===== src/rtl/instruction_prefetch_if.sv =====
// Fetch-stage bus bundle: instruction-memory request/response channel plus the
// decode-facing output channel. master = prefetcher side, slave = memory/decode side.
interface instruction_prefetch_if #(
  parameter int unsigned XLEN = 32
);

  logic            imem_req_valid;
  logic            imem_req_ready;
  logic [XLEN-1:0] imem_req_addr;
  logic            imem_rsp_valid;
  logic [31:0]     imem_rsp_data;
  logic            out_valid;
  logic            out_ready;
  logic [XLEN-1:0] out_pc;
  logic [31:0]     out_insn;

  modport master (
    output imem_req_valid,
    output imem_req_addr,
    input  imem_req_ready,
    input  imem_rsp_valid,
    input  imem_rsp_data,
    output out_valid,
    output out_pc,
    output out_insn,
    input  out_ready
  );

  modport slave (
    input  imem_req_valid,
    input  imem_req_addr,
    output imem_req_ready,
    output imem_rsp_valid,
    output imem_rsp_data,
    input  out_valid,
    input  out_pc,
    input  out_insn,
    output out_ready
  );

endinterface


===== src/rtl/instruction_prefetch.sv =====
// Instruction prefetch unit: keeps up to QDEPTH fetches in flight and buffers
// returned instructions in an in-order queue in front of decode. Redirects
// flush the queue and discard responses still in flight.
// Optional macro IFETCH_STATS_EN adds saturating fetch/drop statistic counters.
module instruction_prefetch #(
  parameter int unsigned     XLEN       = 32,
  parameter logic [XLEN-1:0] START_ADDR = XLEN'(32'h8000_0000),
  parameter int unsigned     QDEPTH     = 4
) (
  input  logic                         clk,
  input  logic                         reset_n,
  input  logic                         run,
  input  logic                         redirect_en,
  input  logic [XLEN-1:0]              redirect_pc,
  instruction_prefetch_if.master       bus,
  output logic                         busy
`ifdef IFETCH_STATS_EN
  ,
  output logic [31:0]                  stat_fetch_cnt,
  output logic [31:0]                  stat_drop_cnt
`endif
);

  localparam int unsigned CW = $clog2(QDEPTH + 1);
  localparam int unsigned AW = $clog2(QDEPTH);

  typedef enum logic [1:0] {
    IDLE  = 2'd0,
    RUN   = 2'd1,
    DRAIN = 2'd2
  } state_t;

  typedef struct packed {
    logic [XLEN-1:0] pc;
    logic [31:0]     insn;
  } entry_t;

  state_t          state_q;
  state_t          state_d;
  logic [XLEN-1:0] fetch_pc;
  logic [CW-1:0]   outstanding;
  logic [CW-1:0]   drop;
  logic [CW-1:0]   count;
  logic [AW-1:0]   head;
  logic [AW-1:0]   tail;
  logic [AW-1:0]   pc_wr;
  logic [AW-1:0]   pc_rd;
  entry_t          q_mem  [QDEPTH];
  logic [XLEN-1:0] pc_mem [QDEPTH];

  logic [CW:0]     credit_used;
  logic            req_valid_c;
  logic            req_fire;
  logic            rsp_take;
  logic            rsp_drop;
  logic            push;
  logic            pop;
  logic [XLEN-1:0] redirect_aligned;

  // Credit accounting and per-cycle event decode
  assign credit_used      = {1'b0, outstanding} + {1'b0, count};
  assign req_fire         = req_valid_c && bus.imem_req_ready;
  assign rsp_take         = bus.imem_rsp_valid && (outstanding != '0);
  assign rsp_drop         = rsp_take && (redirect_en || (drop != '0));
  assign push             = rsp_take && !rsp_drop;
  assign pop              = (count != '0) && bus.out_ready && !redirect_en;
  assign redirect_aligned = redirect_pc & ~XLEN'(3);

  // State register
  always_ff @(posedge clk or negedge reset_n) begin
    if (!reset_n) begin
      state_q <= IDLE;
    end else begin
      state_q <= state_d;
    end
  end

  // Next-state and request-valid decode
  always_comb begin
    state_d     = state_q;
    req_valid_c = 1'b0;
    case (state_q)
      IDLE: begin
        if (run) state_d = RUN;
      end
      RUN: begin
        req_valid_c = (credit_used < (CW + 1)'(QDEPTH)) && !redirect_en;
        if (!run) state_d = DRAIN;
      end
      DRAIN: begin
        if (run) begin
          state_d = RUN;
        end else if (outstanding == '0) begin
          state_d = IDLE;
        end
      end
      default: state_d = IDLE;
    endcase
  end

  // Fetch PC, in-flight and discard counters
  always_ff @(posedge clk or negedge reset_n) begin
    if (!reset_n) begin
      fetch_pc    <= START_ADDR;
      outstanding <= '0;
      drop        <= '0;
    end else begin
      outstanding <= outstanding + CW'(req_fire) - CW'(rsp_take);
      if (redirect_en) begin
        fetch_pc <= redirect_aligned;
        drop     <= outstanding - CW'(rsp_take);
      end else begin
        if (req_fire) fetch_pc <= fetch_pc + XLEN'(4);
        if (rsp_take && (drop != '0)) drop <= drop - CW'(1);
      end
    end
  end

  // Queue and PC-tag FIFO pointers; redirect flushes both
  always_ff @(posedge clk or negedge reset_n) begin
    if (!reset_n) begin
      head  <= '0;
      tail  <= '0;
      count <= '0;
      pc_wr <= '0;
      pc_rd <= '0;
    end else if (redirect_en) begin
      head  <= '0;
      tail  <= '0;
      count <= '0;
      pc_wr <= '0;
      pc_rd <= '0;
    end else begin
      if (push)     tail  <= tail + AW'(1);
      if (pop)      head  <= head + AW'(1);
      if (req_fire) pc_wr <= pc_wr + AW'(1);
      if (push)     pc_rd <= pc_rd + AW'(1);
      count <= count + CW'(push) - CW'(pop);
    end
  end

  // Queue and PC-tag storage; cleared on reset so the idle head reads zero
  always_ff @(posedge clk or negedge reset_n) begin
    if (!reset_n) begin
      for (int i = 0; i < QDEPTH; i++) begin
        q_mem[i]  <= '0;
        pc_mem[i] <= '0;
      end
    end else if (!redirect_en) begin
      if (req_fire) pc_mem[pc_wr] <= fetch_pc;
      if (push) begin
        q_mem[tail].pc   <= pc_mem[pc_rd];
        q_mem[tail].insn <= bus.imem_rsp_data;
      end
    end
  end

`ifdef IFETCH_STATS_EN
  // Saturating statistics: instructions handed to decode, responses discarded
  always_ff @(posedge clk or negedge reset_n) begin
    if (!reset_n) begin
      stat_fetch_cnt <= '0;
      stat_drop_cnt  <= '0;
    end else begin
      if (pop && (stat_fetch_cnt != '1))     stat_fetch_cnt <= stat_fetch_cnt + 32'd1;
      if (rsp_drop && (stat_drop_cnt != '1)) stat_drop_cnt  <= stat_drop_cnt + 32'd1;
    end
  end
`endif

  // Output drive
  assign bus.imem_req_valid = req_valid_c;
  assign bus.imem_req_addr  = fetch_pc;
  assign bus.out_valid      = (count != '0);
  assign bus.out_pc         = q_mem[head].pc;
  assign bus.out_insn       = q_mem[head].insn;
  assign busy               = (outstanding != '0) || (count != '0);

endmodule


===== src/flat_wrapper.sv =====
// flat-port wrapper written by rule: the top's interface ports become plain ports
module instruction_prefetch_flat 
#(
  parameter int unsigned     XLEN       = 32,
  parameter logic [XLEN-1:0] START_ADDR = XLEN'(32'h8000_0000),
  parameter int unsigned     QDEPTH     = 4
)
  (clk, reset_n, run, redirect_en, redirect_pc, busy, bus_imem_req_valid, bus_imem_req_addr, bus_imem_req_ready, bus_imem_rsp_valid, bus_imem_rsp_data, bus_out_valid, bus_out_pc, bus_out_insn, bus_out_ready);
  instruction_prefetch_if #(.XLEN(XLEN)) bus_i ();
  input  logic clk;
  input  logic reset_n;
  input  logic run;
  input  logic redirect_en;
  input  logic [XLEN-1:0] redirect_pc;
  output logic busy;
  output wire logic [$bits(bus_i.imem_req_valid)-1:0] bus_imem_req_valid;
  output wire logic [$bits(bus_i.imem_req_addr)-1:0] bus_imem_req_addr;
  input wire logic [$bits(bus_i.imem_req_ready)-1:0] bus_imem_req_ready;
  input wire logic [$bits(bus_i.imem_rsp_valid)-1:0] bus_imem_rsp_valid;
  input wire logic [$bits(bus_i.imem_rsp_data)-1:0] bus_imem_rsp_data;
  output wire logic [$bits(bus_i.out_valid)-1:0] bus_out_valid;
  output wire logic [$bits(bus_i.out_pc)-1:0] bus_out_pc;
  output wire logic [$bits(bus_i.out_insn)-1:0] bus_out_insn;
  input wire logic [$bits(bus_i.out_ready)-1:0] bus_out_ready;
  assign bus_imem_req_valid = bus_i.imem_req_valid;
  assign bus_imem_req_addr = bus_i.imem_req_addr;
  assign bus_i.imem_req_ready = bus_imem_req_ready;
  assign bus_i.imem_rsp_valid = bus_imem_rsp_valid;
  assign bus_i.imem_rsp_data = bus_imem_rsp_data;
  assign bus_out_valid = bus_i.out_valid;
  assign bus_out_pc = bus_i.out_pc;
  assign bus_out_insn = bus_i.out_insn;
  assign bus_i.out_ready = bus_out_ready;
  instruction_prefetch #(.XLEN(XLEN), .START_ADDR(START_ADDR), .QDEPTH(QDEPTH)) u_core (.clk(clk), .reset_n(reset_n), .run(run), .redirect_en(redirect_en), .redirect_pc(redirect_pc), .bus(bus_i), .busy(busy));
endmodule

===== config.mk =====
export PLATFORM = sky130hd
export DESIGN_NAME = instruction_prefetch_flat
export DESIGN_NICKNAME = d
export VERILOG_FILES = /design/src/rtl/instruction_prefetch_if.sv /design/src/rtl/instruction_prefetch.sv /design/src/flat_wrapper.sv
export SDC_FILE = /design/constraint.sdc
export NUM_CORES = 1
export LEC_CHECK = 0
export BUFFER_PORTS_ARGS = -buffer_cell sky130_fd_sc_hd__buf_2
export CAP_MARGIN = 5
export CORE_ASPECT_RATIO = 0.5
export CORE_MARGIN = 2
export CORE_UTILIZATION = 60
export CTS_CLUSTER_SIZE = 10
export DETAILED_ROUTE_END_ITERATION = 8
export MAX_ROUTING_LAYER = met4
export PLACE_DENSITY_LB_ADDON = 0.1
export SLEW_MARGIN = 20
export SYNTH_ARGS = -nofsm -noshare
export SYNTH_HDL_FRONTEND = slang
export SYNTH_SLANG_ARGS = --single-unit

===== constraint.sdc =====
create_clock -name clk -period 2.9 [get_ports clk]
set_clock_uncertainty 0.05 [all_clocks]
set_input_delay 0.145 -clock clk [delete_from_list [all_inputs] [get_ports clk]]
set_output_delay 0.145 -clock clk [all_outputs]
set_load 0.05 [all_outputs]

== Word level (Yosys, flattened, before mapping) ==
Index checks and enable logic that the tools add are counted.
W data, S select, Z words.
Word-level totals
  flip-flop bits (word level): 435
  input bits: 71
  logic and storage cells: 110
Cells by class
  add/subtract/negate cells: 12
  order comparisons: 7
  equal/unequal tests: 5
  mux-type cells: 34
  bitwise logic cells: 5
  reduce and logical (&&, ||, !) cells: 26
Operators by type and width (count)
  $bwmux W256: 2
  $demux W64 S2: 2
  $mux W32: 6
  $mux W64: 3
  $bmux W64 S2: 1
  $bwmux W128: 1
  $bmux W32 S2: 1
  $demux W32 S2: 1
  $add A32 B3 Y32 const B: 1
  $mux W2: 12
  $ge A3 B3 Y1 const B: 4
  $not A2 Y3: 4
  $logic_and A1 B1 Y1: 10
  $mux W3: 3
  $reduce_bool A3 Y1: 3
  $sub A3 B1 Y3: 3
  $add A2 B1 Y2 const B: 4
  $reduce_bool A2 Y1: 4
  $add A3 B1 Y3: 2
  $lt A3 B1 Y1 const B: 2
  $pmux W2 S3: 1
  $add A3 B3 Y4: 1
  $lt A4 B3 Y1 const B: 1
  $ne A2 B2 Y1 const B: 2
  12 further kinds: 15

== Depth between registers and ports, before layout ==
  word-level depth: 8
  gate-level depth with buffers: 11

== Worst setup path after synthesis ==
No wires, ideal clock.
  path type: flip-flop to flip-flop
  from: register u_core.outstanding[2]
  to: register u_core.outstanding[2]
  setup time: 0.128 ns
  arrival time: 2.414 ns
  data required time: 2.722 ns
  slack: 0.308 ns
  stages on the path, launching flop included: 12
  buffers on the path: 2
  period minus slack after synthesis: 2.592 ns
  path through: dfrtp_1 ha_1 nor4_4 nand4b_2 inv_2 buf_6 buf_2 ha_1 inv_1 fa_1 xnor2_1 xnor2_1
On the way
  word-level cells in the longest chain between the ends: 7
  elaborated cells between the ends (all ways): 9
RTL lines
  start: declaration: line instruction_prefetch.sv:41  | logic [CW-1:0] outstanding;
  start signal: assignment: line instruction_prefetch.sv:108  | outstanding <= outstanding + CW'(req_fire) - CW'(rsp_take);
  $add A3 B3 Y4: line instruction_prefetch.sv:61  | assign credit_used = {1'b0, outstanding} + {1'b0, count};
  $lt A4 B3 Y1: line instruction_prefetch.sv:87  | req_valid_c = (credit_used < (CW + 1)'(QDEPTH)) && !redirect_en;
  $logic_and A1 B1 Y1: line instruction_prefetch.sv:87
  $mux W1: line instruction_prefetch.sv:82  | case (state_q)
  $logic_and A1 B1 Y1: line instruction_prefetch.sv:62  | assign req_fire = req_valid_c && bus.imem_req_ready;
  $add A3 B1 Y3: line instruction_prefetch.sv:108
  $sub A3 B1 Y3 (*): line instruction_prefetch.sv:108
Mark *: on every way between the ends. The rest lies on a longest branch, timed or not.
A chain may end at the register's enable or synchronous reset.

== Worst setup path in the final report ==
  from: register u_core.head[0]
  to: output bus_out_insn[19]
On the way
  word-level cells in the longest chain between the ends: 4
RTL lines
  start: declaration: line instruction_prefetch.sv:44  | logic [AW-1:0] head;
  start signal: assignment: line instruction_prefetch.sv:135  | if (pop) head <= head + AW'(1);
  $not A2 Y3 (implied by the code): line instruction_prefetch.sv:176  | assign bus.out_insn = q_mem[head].insn;
  $bmux W64 S2: line instruction_prefetch.sv:176
  $mux W64 (2 in a row)
  end: declaration: line flat_wrapper.sv:23  | output wire logic [$bits(bus_i.out_insn)-1:0] bus_out_insn;
No other way between the ends. The select of a mux whose other input is x is not followed.

==> impl_metrics.csv <==
group,metric,value,unit
outcome,outcome,"finished clean",
logic_synthesis,ys_warn_count,0,
clock_tree,clk_latency,540,ps
final_layout,postLayoutCellArea,22000,sq um
routing,wl,41000,um
timing,max_freq,389,MHz
final_layout,syn_to_final_growth,17.4,%
critical_path,setup.worst_path.class,"flop to primary output",
clock_tree,cts_setup_buffers,0,
clock_tree,holdBufCountCts,65,
clock_tree,cts_made_buffers,47,
logic_synthesis,ys_seq_elements,417,
clock_tree,cts_sinks,417,
die,io_pins,170,
timing,finalCritPeriodShare,88.6,%
die,placementRows,45,
critical_path,crit_arrival,2380,ps
critical_path,worstPathCellList,"buf_12 > mux4_2 > buf_2",
timing,max_slew_margin,57.1,%
logic_synthesis,ys.flop_type,"dfrtp_1",
critical_path,worst-path-buf-inv,2,
placed_design,postPlaceCellArea,20100,sq um
placed_design,place_congestion,0.821,
critical_path,crit_path_end_kind,"primary output",
clock_tree,clkTransAtPathRegs,50,ps
power_and_ir_drop,ir_worst_vdd,431,uV
routing,vias_per_cell,5.96,
power_and_ir_drop,leakage,10.7,nW
global_routing,grt_pass1_wl,66300,um
global_routing,grt_start_max_net_pins,86,
timing,setup_tns,0,ps
timing,hold_viol_final,0,
critical_path,required,2710,ps
critical_path,max_stage_delay,770,ps
routing,final_antenna_net_count,0,
global_routing,grt-ovfl-total,0,
logic_synthesis,synth_edf_count,0,
clock_tree,clock_path_buffers,3,
power_and_ir_drop,p_per_area,873,nW/um^2
logic_synthesis,syn_area,18800,sq um
placed_design,hpwl,25800,um
critical_path,slowest_stage,"dfrtp_4",
clock_tree,cts_root_buf,"clkbuf_16",
logic_synthesis,async_flop_share,100,%
global_routing,grt_use_total,27.0,%
routing,route.detailed.drc,0,
power_and_ir_drop,power,19.2,mW
routing,dr.pass1.iters,5,
global_routing,grt_pass1_vias,12200,
critical_path,path_delay_family,"flip-flops",
timing,maxSlewViolCount,0,
timing,period_needed,2570,ps
final_layout,final_layout_size_suffix_gt1_share,46.4,%
final_layout,final_core_util,72.1,%
die,die_x,254,um
timing,finalSetupViolations,0,
critical_path,cp-start-kind,"flop",
clock_tree,cts_max_level,2,
final_layout,nets,1565,
logic_synthesis,synth_cell_types,57,
hold_path,hold_path_class,"primary input to flop",
die,coreArea,30600,sq um
logic_synthesis,synth_area_per_cell,15.0,sq um
clock_tree,tritoncts,"done",
die,start_util,61.4,%
logic_synthesis,ys_seq_area_share,55.6,%
global_routing,antenna_found_initial,0,
routing,post_drt_wl_per_cell,21.5,um
final_layout,nFillCells,2024,
die,die_y,129,um
routing,drtIter0Drc,604,
logic_synthesis,syn_inst,1248,
timing,rsz0062_at_grt,"no",
run,cap_violations,0,
final_layout,antenna_cells,0,
placed_design,port_buffers,163,
die,die_area,32800,sq um
routing,num_vias,11400,
critical_path,path_max_fanout,23,
timing,tightest_slew,644,ps
clock_tree,cts_resized,0,
==> worst paths after layout <==
kind,slack [ps],cells past startpoint,end,startpoint
worst max-delay path,330,3,bus_out_insn[19],u_core.head[0]$_DFFE_PN0P_
worst min-delay path,20,3,u_core.count[0]$_DFF_PN0_,redirect_en
worst max register to register,370,7,u_core.bus.imem_req_addr[13]$_DFFE_PN0P_,u_core.count[2]$_DFF_PN0_
worst min register to register,420,1,u_core.state_q[0]$_DFFE_PN0P_,u_core.state_q[1]$_DFFE_PN0P_
max in group asynchronous,1750,3,u_core.q_mem[147]$_DFFE_PN0P_,reset_n
min in group asynchronous,130,2,u_core.q_mem[217]$_DFFE_PN0P_,reset_n
==> tightest hold or removal path: stages <==
cell	delay, ps
buf_2	120
buf_4	230
nor2b_1	70
==> synthesized netlist by cell type (all sizes together) (2+ instances only) <==
master  instances  area share (%)
a21o            2           0.080
a21oi           5            0.13
a221o           5            0.27
a22oi           4            0.16
a31oi           2           0.067
and3            6            0.20
buf            61             1.7
clkbuf         25            0.51
dfrtp         416              55
fa              2            0.21
ha             19             1.3
inv            25            0.50
mux2          354              21
mux2i           6            0.32
mux4           92              11
nand2          67             1.5
nand2b          6            0.20
nand3          20            0.53
nand4          15            0.57
nor2           21            0.42
nor3            6            0.16
nor4            5            0.28
o211ai          8            0.32
o21ai          32            0.85
o311ai          3            0.14
o31a            3            0.14
o31ai           4            0.16
or3             2           0.067
or4             4            0.18
xnor2           7            0.33
xor2            8            0.37
==> metal layers <==
metal	GRT usage, %	vias up	wire length [um]
met5	-	-	0
met4	5.29	0	491
met3	4.02	43	1550
met2	43.4	255	20000
met1	37.6	6043	18900
li1	-	5019	-
==> registers in the layout, summed over array words and instances (netlist names) <==
name	flops
u_core.outstanding	3
u_core.tail	2
u_core.q_mem	248
u_core.pc_mem	120
u_core.count	3
u_core.state_q	2
u_core.pc_wr	2
u_core.pc_rd	2
u_core.head	2
u_core.bus.imem_req_addr	30
u_core.drop	3
==> power by group <==
part | switching, mW | internal (mW)
Clock | 2.13 | 2.99
Combinational | 3.85 | 2.55
Sequential | 0.797 | 6.93
Total | 6.78 | 12.5
==> cells in the final DEF, fill, tap and decap left out, types with 5 or more instances in the layout <==
cell type,n
dfrtp_1,413
mux2_2,329
buf_2,162
mux4_2,92
dlygate4sd3_1,65
nand2_1,59
clkbuf_16,49
o21ai_0,31
mux2_1,25
inv_1,24
nor2_1,21
nand3_1,20
ha_1,19
buf_4,18
nand4_1,13
buf_12,13
xor2_1,8
o211ai_1,8
clkbuf_1,8
xnor2_1,7
nand2_2,7
nand2b_1,6
and3_1,6
nor3_1,6
mux2i_1,6
a21oi_1,5
a221o_1,5
==> cell families after synthesis <==
| kind of cell | share of synthesized area [%] |
|---|---|
| AO/OA/AOI/OAI | 2.46 |
| flip-flops | 55.6 |
| XOR/XNOR | 0.700 |
| multiplexers | 32.6 |
| AND/OR/NAND/NOR | 4.46 |
| other | 0.0200 |
| adder cells (fa/ha/maj) | 1.48 |
| buffers and inverters | 2.72 |
==> through the flow <==
stage	cells	setup WS, ps	hold WS (ps)
after CTS	1905	260	0.323
final	1905	330	23.6
after global placement	1782	419	103
after floorplan	1251	308	-201
after detailed placement	1782	365	122
after global routing	1905	201	29.0
==> layout make-up <==
class | count | area (sq um) | share of cell area (%)
Clock buffer | 57 | 1260 | 5.70
Clock inverter | 1 | 5.00 | 0.0227
Inverter | 25 | 93.8 | 0.426
Multi-Input combinational cell | 723 | 7850 | 35.6
Sequential cell | 417 | 10400 | 47.4
Tap cell | 423 | 529 | 2.40
Timing Repair Buffer | 259 | 1870 | 8.49
Note: power is estimated with default switching activity, not from simulation.
